$ cat src/rtl/snoop_adapter_if.sv
// snoop_adapter_if: bundle of all non-clock signals around the snoop adapter.
//
// Signal groups:
//   sn_*      32-bit big-endian packet stream from the snooper (valid/ready)
//   wr_*      packet RAM write port (word address, word data, strobe)
//   rdy/rdy_ack, done/done_ack, byte_len, trunc
//             handshake and result towards the ping-pong buffer manager
//
// Modports:
//   slave   the adapter itself
//   master  the environment (snooper, RAM and buffer manager side)

interface snoop_adapter_if #(
    parameter int unsigned ADDR_WIDTH = 9,
    parameter int unsigned DATA_WIDTH = 64,
    parameter int unsigned PLEN_WIDTH = 32
);

    // Snooper stream
    logic [31:0]           sn_data;
    logic                  sn_vld;
    logic                  sn_last;
    logic [1:0]            sn_bytes;
    logic                  sn_rdy;

    // Packet RAM write port
    logic [ADDR_WIDTH-1:0] wr_addr;
    logic [DATA_WIDTH-1:0] wr_data;
    logic                  wr_en;

    // Buffer manager handshake and packet result
    logic [PLEN_WIDTH-1:0] byte_len;
    logic                  trunc;
    logic                  rdy;
    logic                  rdy_ack;
    logic                  done;
    logic                  done_ack;

    modport slave (
        input  sn_data,
        input  sn_vld,
        input  sn_last,
        input  sn_bytes,
        output sn_rdy,
        output wr_addr,
        output wr_data,
        output wr_en,
        output byte_len,
        output trunc,
        input  rdy,
        output rdy_ack,
        output done,
        input  done_ack
    );

    modport master (
        output sn_data,
        output sn_vld,
        output sn_last,
        output sn_bytes,
        input  sn_rdy,
        input  wr_addr,
        input  wr_data,
        input  wr_en,
        input  byte_len,
        input  trunc,
        output rdy,
        input  rdy_ack,
        input  done,
        output done_ack
    );

endinterface

$ cat src/rtl/snoop_adapter.sv
// snoop_adapter: write side of the packet memory.
//
// Accepts a 32-bit big-endian beat stream from the snooper, packs K = DATA_WIDTH/32 beats
// per memory word (first beat in the MSBs), writes the words at consecutive word addresses
// starting at 0 and counts the packet length in bytes (saturating at the memory capacity).
// A buffer is claimed from the ping-pong manager with rdy/rdy_ack before the packet and
// returned with done/done_ack after the last word has been written.
//
// Ports:
//   clk   rising-edge clock
//   rst   asynchronous active-low reset; all outputs drop to 0 immediately
//   bus   snoop_adapter_if.slave: sn_* stream in, wr_* RAM port out, buffer handshake,
//         byte_len / trunc result (valid while done is high)

module snoop_adapter #(
    parameter int unsigned BYTE_ADDR_WIDTH = 12,
    parameter int unsigned ADDR_WIDTH      = 9,
    parameter int unsigned DATA_WIDTH      = (2 ** (BYTE_ADDR_WIDTH - ADDR_WIDTH)) * 8,
    parameter int unsigned PLEN_WIDTH      = 32
) (
    input  logic           clk,
    input  logic           rst,
    snoop_adapter_if.slave bus
);

    localparam int unsigned K    = DATA_WIDTH / 32;
    localparam int unsigned IdxW = (K > 1) ? $clog2(K) : 1;

    localparam logic [IdxW-1:0]       LastIdx  = IdxW'(K - 1);
    localparam logic [ADDR_WIDTH-1:0] LastAddr = '1;
    localparam logic [PLEN_WIDTH-1:0] Cap      = PLEN_WIDTH'(1) << BYTE_ADDR_WIDTH;

    if ((DATA_WIDTH % 32) != 0 || DATA_WIDTH < 32) begin : g_bad_data_width
        $error("snoop_adapter: DATA_WIDTH must be a non-zero multiple of 32");
    end
    if (PLEN_WIDTH <= BYTE_ADDR_WIDTH) begin : g_bad_plen_width
        $error("snoop_adapter: PLEN_WIDTH must exceed BYTE_ADDR_WIDTH");
    end

    typedef enum logic [1:0] {
        StWaitBuf,
        StFill,
        StFlush,
        StDone
    } state_e;

    state_e                state_q;
    logic [IdxW-1:0]       idx_q;
    logic [DATA_WIDTH-1:0] pack_q;
    logic [ADDR_WIDTH-1:0] addr_q;
    // Set once the last word address has been written; later words are dropped.
    logic                  full_q;
    logic [PLEN_WIDTH-1:0] count_q;
    logic                  trunc_q;

    logic                  sn_rdy_q;
    logic                  rdy_ack_q;
    logic                  done_q;
    logic                  wr_en_q;
    logic [ADDR_WIDTH-1:0] wr_addr_q;
    logic [DATA_WIDTH-1:0] wr_data_q;

    // Beat decode and next pack word
    logic                  beat_fire;
    logic                  word_end;
    logic [2:0]            beat_bytes;
    logic [31:0]           beat_mask;
    logic [31:0]           beat_data;
    logic [DATA_WIDTH-1:0] word_next;
    logic [PLEN_WIDTH-1:0] count_sum;

    always_comb begin
        beat_fire = bus.sn_vld & sn_rdy_q;
        word_end  = bus.sn_last | (idx_q == LastIdx);

        beat_bytes = 3'd4;
        if (bus.sn_last && bus.sn_bytes != 2'd0) begin
            beat_bytes = {1'b0, bus.sn_bytes};
        end

        // Keep only the leading (most significant) valid bytes of the last beat.
        unique case (beat_bytes)
            3'd1:    beat_mask = 32'hFF00_0000;
            3'd2:    beat_mask = 32'hFFFF_0000;
            3'd3:    beat_mask = 32'hFFFF_FF00;
            default: beat_mask = 32'hFFFF_FFFF;
        endcase
        beat_data = bus.sn_data & beat_mask;

        // Beat idx lands in lane K-1-idx so the first beat occupies the MSBs.
        word_next = pack_q;
        for (int unsigned l = 0; l < K; l++) begin
            if (IdxW'(K - 1 - l) == idx_q) begin
                word_next[32*l +: 32] = beat_data;
            end
        end

        count_sum = count_q + PLEN_WIDTH'(beat_bytes);
    end

    always_ff @(posedge clk or negedge rst) begin
        if (!rst) begin
            state_q   <= StWaitBuf;
            idx_q     <= '0;
            pack_q    <= '0;
            addr_q    <= '0;
            full_q    <= 1'b0;
            count_q   <= '0;
            trunc_q   <= 1'b0;
            sn_rdy_q  <= 1'b0;
            rdy_ack_q <= 1'b0;
            done_q    <= 1'b0;
            wr_en_q   <= 1'b0;
            wr_addr_q <= '0;
            wr_data_q <= '0;
        end else begin
            rdy_ack_q <= 1'b0;
            wr_en_q   <= 1'b0;

            unique case (state_q)
                StWaitBuf: begin
                    if (bus.rdy) begin
                        rdy_ack_q <= 1'b1;
                        sn_rdy_q  <= 1'b1;
                        idx_q     <= '0;
                        pack_q    <= '0;
                        addr_q    <= '0;
                        full_q    <= 1'b0;
                        count_q   <= '0;
                        trunc_q   <= 1'b0;
                        state_q   <= StFill;
                    end
                end

                StFill: begin
                    if (beat_fire) begin
                        if (count_sum > Cap) begin
                            count_q <= Cap;
                            trunc_q <= 1'b1;
                        end else begin
                            count_q <= count_sum;
                        end

                        if (word_end) begin
                            // Beats past capacity are still drained, just not written.
                            wr_en_q   <= ~full_q;
                            wr_addr_q <= addr_q;
                            wr_data_q <= word_next;
                            pack_q    <= '0;
                            idx_q     <= '0;
                            if (!full_q) begin
                                if (addr_q == LastAddr) begin
                                    full_q <= 1'b1;
                                end else begin
                                    addr_q <= addr_q + 1'b1;
                                end
                            end
                        end else begin
                            pack_q <= word_next;
                            idx_q  <= idx_q + 1'b1;
                        end

                        if (bus.sn_last) begin
                            sn_rdy_q <= 1'b0;
                            state_q  <= StFlush;
                        end
                    end
                end

                // The final write registered by the last beat is on the port this cycle.
                StFlush: begin
                    done_q  <= 1'b1;
                    state_q <= StDone;
                end

                StDone: begin
                    if (bus.done_ack) begin
                        done_q  <= 1'b0;
                        state_q <= StWaitBuf;
                    end
                end

                default: begin
                    state_q <= StWaitBuf;
                end
            endcase
        end
    end

    assign bus.sn_rdy   = sn_rdy_q;
    assign bus.rdy_ack  = rdy_ack_q;
    assign bus.done     = done_q;
    assign bus.wr_en    = wr_en_q;
    assign bus.wr_addr  = wr_addr_q;
    assign bus.wr_data  = wr_data_q;
    assign bus.byte_len = count_q;
    assign bus.trunc    = trunc_q;

endmodule
$ cat src/flat_wrapper.sv
// flat-port wrapper written by rule: the top's interface ports become plain ports
module snoop_adapter_flat 
#(
    parameter int unsigned BYTE_ADDR_WIDTH = 12,
    parameter int unsigned ADDR_WIDTH      = 9,
    parameter int unsigned DATA_WIDTH      = (2 ** (BYTE_ADDR_WIDTH - ADDR_WIDTH)) * 8,
    parameter int unsigned PLEN_WIDTH      = 32
)
  (clk, rst, bus_sn_data, bus_sn_vld, bus_sn_last, bus_sn_bytes, bus_sn_rdy, bus_wr_addr, bus_wr_data, bus_wr_en, bus_byte_len, bus_trunc, bus_rdy, bus_rdy_ack, bus_done, bus_done_ack);
  snoop_adapter_if #(.ADDR_WIDTH(ADDR_WIDTH), .DATA_WIDTH(DATA_WIDTH), .PLEN_WIDTH(PLEN_WIDTH)) bus_i ();
  input  logic clk;
  input  logic rst;
  input wire logic [$bits(bus_i.sn_data)-1:0] bus_sn_data;
  input wire logic [$bits(bus_i.sn_vld)-1:0] bus_sn_vld;
  input wire logic [$bits(bus_i.sn_last)-1:0] bus_sn_last;
  input wire logic [$bits(bus_i.sn_bytes)-1:0] bus_sn_bytes;
  output wire logic [$bits(bus_i.sn_rdy)-1:0] bus_sn_rdy;
  output wire logic [$bits(bus_i.wr_addr)-1:0] bus_wr_addr;
  output wire logic [$bits(bus_i.wr_data)-1:0] bus_wr_data;
  output wire logic [$bits(bus_i.wr_en)-1:0] bus_wr_en;
  output wire logic [$bits(bus_i.byte_len)-1:0] bus_byte_len;
  output wire logic [$bits(bus_i.trunc)-1:0] bus_trunc;
  input wire logic [$bits(bus_i.rdy)-1:0] bus_rdy;
  output wire logic [$bits(bus_i.rdy_ack)-1:0] bus_rdy_ack;
  output wire logic [$bits(bus_i.done)-1:0] bus_done;
  input wire logic [$bits(bus_i.done_ack)-1:0] bus_done_ack;
  assign bus_i.sn_data = bus_sn_data;
  assign bus_i.sn_vld = bus_sn_vld;
  assign bus_i.sn_last = bus_sn_last;
  assign bus_i.sn_bytes = bus_sn_bytes;
  assign bus_sn_rdy = bus_i.sn_rdy;
  assign bus_wr_addr = bus_i.wr_addr;
  assign bus_wr_data = bus_i.wr_data;
  assign bus_wr_en = bus_i.wr_en;
  assign bus_byte_len = bus_i.byte_len;
  assign bus_trunc = bus_i.trunc;
  assign bus_i.rdy = bus_rdy;
  assign bus_rdy_ack = bus_i.rdy_ack;
  assign bus_done = bus_i.done;
  assign bus_i.done_ack = bus_done_ack;
  snoop_adapter #(.BYTE_ADDR_WIDTH(BYTE_ADDR_WIDTH), .ADDR_WIDTH(ADDR_WIDTH), .DATA_WIDTH(DATA_WIDTH), .PLEN_WIDTH(PLEN_WIDTH)) u_core (.clk(clk), .rst(rst), .bus(bus_i));
endmodule
$ cat config.mk
export PLATFORM = sky130hd
export DESIGN_NAME = snoop_adapter_flat
export DESIGN_NICKNAME = d
export VERILOG_FILES = /design/src/rtl/snoop_adapter_if.sv /design/src/rtl/snoop_adapter.sv /design/src/flat_wrapper.sv
export SDC_FILE = /design/constraint.sdc
export NUM_CORES = 1
export LEC_CHECK = 0
export BUFFER_PORTS_ARGS = -buffer_cell sky130_fd_sc_hd__buf_2
export CAP_MARGIN = 20
export CELL_PAD_IN_SITES_DETAIL_PLACEMENT = 1
export CELL_PAD_IN_SITES_GLOBAL_PLACEMENT = 1
export CORE_UTILIZATION = 28
export CTS_CLUSTER_SIZE = 40
export DETAILED_ROUTE_END_ITERATION = 8
export PLACE_DENSITY_LB_ADDON = 0.15
export SKIP_LAST_GASP = 1
export SLEW_MARGIN = 20
export SYNTH_ARGS = -nofsm -noshare
export SYNTH_HDL_FRONTEND = slang
export SYNTH_SLANG_ARGS = --single-unit
$ cat constraint.sdc
create_clock -name clk -period 9.7 [get_ports clk]
set_input_delay 2.91 -clock clk [delete_from_list [all_inputs] [get_ports clk]]
set_output_delay 2.91 -clock clk [all_outputs]
set_load 0.005 [all_outputs]
======== Yosys cells after proc, flatten, opt, wreduce, memory -nomap -nowiden ========
Cells that the tools add are included.
storage, ports and cells
  input port bits ......................... 40
  RAM bits ................................ 0
  bits in registers ....................... 187
  ROM bits ................................ 0
  output and inout bits ................... 110
  memories kept ........................... 0
  word-level logic and storage cells ...... 95
  latch bits .............................. 0
cells by class
  shift-type cells ........................ 0
  order comparisons ....................... 1
  muxes and demuxes ....................... 46
  $add $sub $neg .......................... 3
  reductions and logical operators ........ 13
  equality and inequality tests ........... 15
  div/mod/pow operators ................... 0
  bitwise operators ....................... 4
  multiply operators ...................... 0
operator list
  operator                                                                           number
  64-bit two-way mux                                                                 3
  32-bit two-way mux                                                                 5
  64-bit one-hot mux with 2 select lines                                             1
  24-bit one-hot mux with 3 select lines                                             1
  32-bit one-hot mux with 2 select lines                                             1
  9-bit two-way mux                                                                  5
  32-bit by 3-bit adder with 32-bit output                                           1
  32-bit bitwise AND                                                                 1
  32-bit by 13-bit greater-than comparator with 1-bit output, second input constant  1
  1-bit two-way mux                                                                  18
  9-bit one-hot mux with 2 select lines                                              1
  4-bit AND reduction                                                                4
  2-bit inequality test, second input constant                                       5
  1-bit one-hot mux with 2 select lines                                              5
  9-bit by 1-bit adder with 9-bit output, second input constant                      1
  9-bit equality test, second input constant                                         1
  2-bit two-way mux                                                                  4
  2-bit one-hot mux with 4 select lines                                              1
  3-bit by 2-bit equality test with 1-bit output, second input constant              2
  2-bit by 1-bit inequality test with 1-bit output, second input constant            3
  3-bit AND reduction                                                                2
  6-bit AND reduction                                                                1
  2-bit nonzero test                                                                 3
  2-bit equality test, second input constant                                         2
  other kinds (10)                                                                   10

======== Logic depth before layout (Yosys ltp) ========
  depth after elaboration ................. 10
  gate-level depth with buffers ........... 15
  mapped depth without buffers ............ 11

======== Least setup slack after synthesis ========
Ideal clock, no wire load.
  path type ............................... input to register
  start point ............................. input bus_sn_bytes[1]
  end point ............................... register u_core.count_q[12] (netlist: u_core.bus.byte_len[12])
  setup slack ............................. 3.276 ns
  data required time ...................... 9.579 ns
  path buffers ............................ 3
  arrival time ............................ 6.302 ns
  library setup time ...................... 0.121 ns
  cell stages on the path ................. 13
  cells stage by stage .................... buf_2 > o21ai_1 > clkbuf_1 > ha_1 > buf_2 > o2111ai_4 > a311oi_4 > nand3_1 > xnor2_1 > or4b_4 > nor4_4 > a41oi_1 > o22a_1
on the way
  word-level cells in the longest chain between the ends .. 8
ends and longest elaborated chain
  item                                                        line                  RTL
  start, declared                                             flat_wrapper.sv:16    input wire logic [$bits(bus_i.sn_bytes)-1:0] bus_sn_bytes;
  2-bit nonzero test                                          snoop_adapter.sv:77   if (bus.sn_last && bus.sn_bytes != 2'd0) begin
  1-bit logical AND                                           snoop_adapter.sv:77
  3-bit two-way mux (*)                                       snoop_adapter.sv:77
  32-bit by 3-bit adder with 32-bit output (*)                snoop_adapter.sv:98   count_sum = count_q + PLEN_WIDTH'(beat_bytes);
  32-bit by 13-bit greater-than comparator with 1-bit output  snoop_adapter.sv:137  if (count_sum > Cap) begin
  32-bit two-way mux (*)                                      snoop_adapter.sv:137
  32-bit two-way mux (*)                                      snoop_adapter.sv:136  if (beat_fire) begin
  32-bit one-hot mux with 2 select lines (*)                  snoop_adapter.sv:120  unique case (state_q)
  end signal, assigned                                        snoop_adapter.sv:138  count_q <= Cap;
  end signal, assigned                                        snoop_adapter.sv:141  count_q <= count_sum;
  end, declared                                               snoop_adapter.sv:53   logic [PLEN_WIDTH-1:0] count_q;
Every way passes the cells marked *; elsewhere a longest branch is shown, timed or not. The select of a mux whose other input is x is not followed.
A chain may end at the register's enable or synchronous reset.

======== Final worst setup path ========
  start point ............................. input bus_sn_last
  end point ............................... register u_core.count_q[5] (netlist: u_core.bus.byte_len[5])
on the way
  word-level cells in the longest chain between the ends .. 7
ends and longest elaborated chain
  item                                                        line                  RTL
  start, declared                                             flat_wrapper.sv:15    input wire logic [$bits(bus_i.sn_last)-1:0] bus_sn_last;
  1-bit logical AND (*)                                       snoop_adapter.sv:77
  3-bit two-way mux (*)                                       snoop_adapter.sv:77
  32-bit by 3-bit adder with 32-bit output (*)                snoop_adapter.sv:98
  32-bit by 13-bit greater-than comparator with 1-bit output  snoop_adapter.sv:137
  32-bit two-way mux (*)                                      snoop_adapter.sv:137
  32-bit two-way mux (*)                                      snoop_adapter.sv:136
  32-bit one-hot mux with 2 select lines (*)                  snoop_adapter.sv:120
Marks and branches as above.

==> metrics.cfg <==
[run_status]
run_status=finished with violations
violations=design-rule violations

[power_and_ir_drop]
p_per_area_mw_per_mm2=249
total_power_mw=2.63
vdd_drop_max_v=0.000166
leakage_nw=5.16

[die]
core_mm2=0.0307
die_h_um=179
die_area_mm2=0.0321
start_util_pct=28.6
die_w_um=179
ioPinCount=150
rows=64

[clock_network]
cts_tree=done
clock_path_buffers=2
cts_buffers=17
cts_sinks=187
root_buffer=clkbuf_16
clkLatencyLatePin_ps=440
cts_setup_buffers=0
hold_buffers=0
h-tree-depth=4
cts_resized=0
clkTransAtPathRegs_ps=70

[global_routing]
grt_pass1_vias=7223
use_met2_pct=25.8
antenna_found_initial=0
grt-ovfl-total=0
grt_use_total_pct=16.2
grt_busiest_layer=met2
grt_util_met3_pct=2.78
grt_start_max_net_pins=99
grt_pass1_wl_um=40100
use_met1_pct=22.3

[worst_setup_path]
path_cells=buf_2 > o21ai_1 > buf_4 > ha_1 > o2111ai_4 > a211oi_2 > nand4_1 > o21ai_0 > or4b_4 > nor4_4 > nand2_2 > o311ai_2
ff2ff_setup_slack_ps=5390
cp-startpoint=bus_sn_last
path_buf_inv=2
crit_path_end_kind=flip-flop
worstPathMaxFanout=18
cp_top_family=simple AND/OR/NAND/NOR gates
max_stage_delay_ps=870
slowest_stage=nor4_4
setup.worst_path.class=input pin to flip-flop
cp.required_ps=10040
reg2reg_from=u_core.bus.byte_len[1]
cp.arrival_ps=7280
start_kind=input pin

[synth]
ys_types=64
synth_top_cell_area_share_pct=53.2
yosysSeqAreaShare_pct=53.2
async_reset_ff_share_pct=100
synth.avg_cell_area_um2=9.40
synth_edf_count=0
synth_nets=985
synth_most_common_cell=dfrtp_1
netlist_top_cells_area=dfrtp_1, nand2_1, nor2b_1
yosysWarningCount=0
synthFlopType=dfrtp_1
syn-cell-area_mm2=0.00879
synth-seq-cells=187
synth_commonest_cells=dfrtp_1, nand2_1, o21ai_0, nor2b_1, nor2_1
netlist_instances=935
yosysTopAreaCell=dfrtp_1

[routing]
drtIter0Drc=253
wl_per_cell_um=17.0
routed_wl_um=24800
post-route-drc-count=28
route.vias.total=6991
drt_pass1_iterations=6
viasPerCell=4.79
ant_nets=0

[placement]
gp_congestion=0.813
dp.cells=1427
numPortBuffers=149
hpwl_um=16600

[sta]
finalHoldWorstSlack_ps=472
finClkSkew_ps=8.33
final_hold_viol_count=0
rsz0062_at_grt=false
finalMaxSlewViolations=0
tns_ps=0
max_freq_mhz=144
tightest_slew_ps=1050
max-slew-margin-rel_pct=29.5
setup_viol=0
period_minus_slack_ps=6950
timing.final.crit_share_pct=71.6

[min_path]
hp-class=flip-flop to flip-flop
min_from=u_core.pack_q[46]

[final_layout]
fin_nets=1100
antennaDiodeCount=0
area_growth_pct=20.3
drive_above_1_share_pct=21.0
stdcell_count=1459
utilization_pct=34.4

[flow_run]
max_cap_viol_count=0

==> cells by family (layout without fill, tap and decap cells) <==
group | count (synthesis) | in the layout | share of synthesized area, %
multiplexers | 27 | 27 | 3.22
adder cells (fa/ha/maj) | 10 | 10 | 1.42
buffers and inverters | 77 | 205 | 3.47
AO/OA/AOI/OAI | 187 | 187 | 13.6
XOR/XNOR | 15 | 15 | 1.49
flip-flops | 187 | 187 | 53.2
AND/OR/NAND/NOR | 432 | 432 | 23.6
==> registers in the layout, indices dropped and copies added, names as in the netlist <==
signal,count
u_core.bus.rdy_ack,1
u_core.state_q,2
u_core.bus.byte_len,32
u_core.bus.wr_data,64
u_core.bus.wr_en,1
u_core.idx_q,1
u_core.full_q,1
u_core.addr_q,9
u_core.bus.sn_rdy,1
u_core.bus.wr_addr,9
u_core.pack_q,64
u_core.bus.trunc,1
u_core.bus.done,1
==> metrics by stage <==
stage               setup slack [ps]  cell area, um^2
floorplan                       3280             8790
global placement                2460             9900
detailed placement              2350             9930
CTS                             2810            10600
global route                    2460            10600
finish                          2750            10600
==> area by class of cell <==
cell class,instances,area [um^2]
multi-input combinational,671,3850
tap,396,495
fill,3595,20200
sequential,187,4680
clock buffer,20,467
inverter,13,48.8
timing repair buffer,160,857
clock inverter,12,174
==> per-layer routing <==
metal,share of wire (%),vias to the layer above
met5,0,-
met4,1.2,0
met3,3.4,15
met2,46,104
met1,50,3416
li1,-,3456
==> layout by cell type (no fill, tap or decap), types with 3 or more instances in the layout <==
| master | synthesis | final |
|---|---|---|
| and3_1 | 6 | 6 |
| xor2_1 | 7 | 7 |
| xnor2_1 | 8 | 8 |
| mux2_2 | 10 | 10 |
| inv_6 | 0 | 5 |
| nor3_1 | 13 | 12 |
| nand4_1 | 19 | 19 |
| buf_2 | 6 | 148 |
| clkbuf_8 | 0 | 4 |
| a21oi_1 | 30 | 30 |
| nand2_1 | 184 | 184 |
| o211ai_1 | 4 | 4 |
| a31oi_1 | 28 | 28 |
| and2_1 | 21 | 21 |
| ha_1 | 10 | 10 |
| and4_1 | 7 | 7 |
| nand3_1 | 50 | 50 |
| o21ai_0 | 65 | 65 |
| nor2_1 | 57 | 56 |
| dfrtp_1 | 187 | 186 |
| o21ai_1 | 14 | 14 |
| o31ai_1 | 10 | 10 |
| nor2b_1 | 58 | 58 |
| mux2i_1 | 17 | 17 |
| clkbuf_16 | 0 | 17 |
| inv_1 | 13 | 13 |
| buf_4 | 0 | 10 |
| bufinv_16 | 0 | 3 |
| nor4_1 | 5 | 5 |
==> worst paths after layout <==
path / to / cells past startpoint
setup / recovery: u_core.bus.byte_len[5] / 12
min in group asynchronous: u_core.bus.wr_data[42] / 1
hold / removal: u_core.pack_q[46] / 2
hold reg to reg: u_core.pack_q[46] / 2
max in group asynchronous: u_core.addr_q[8] / 2
setup reg to reg: u_core.bus.byte_len[5] / 10
==> worst register-to-register path, delay by kind of cell, from the launching register on <==
kind	cells	cell delay, ps
xor+xnor	1	220
compound gates	4	1410
fa+ha+maj	1	220
simple gates	4	1880
flops	1	500
==> where the power goes <==
part / leakage (nW) / internal (mW) / switching, mW
clock network: 0.316 / 0.436 / 0.333
logic: 2.30 / 0.251 / 0.546
registers: 2.55 / 0.950 / 0.112
total: 5.16 / 1.64 / 0.991
Note: power is estimated with default switching activity, not from simulation.
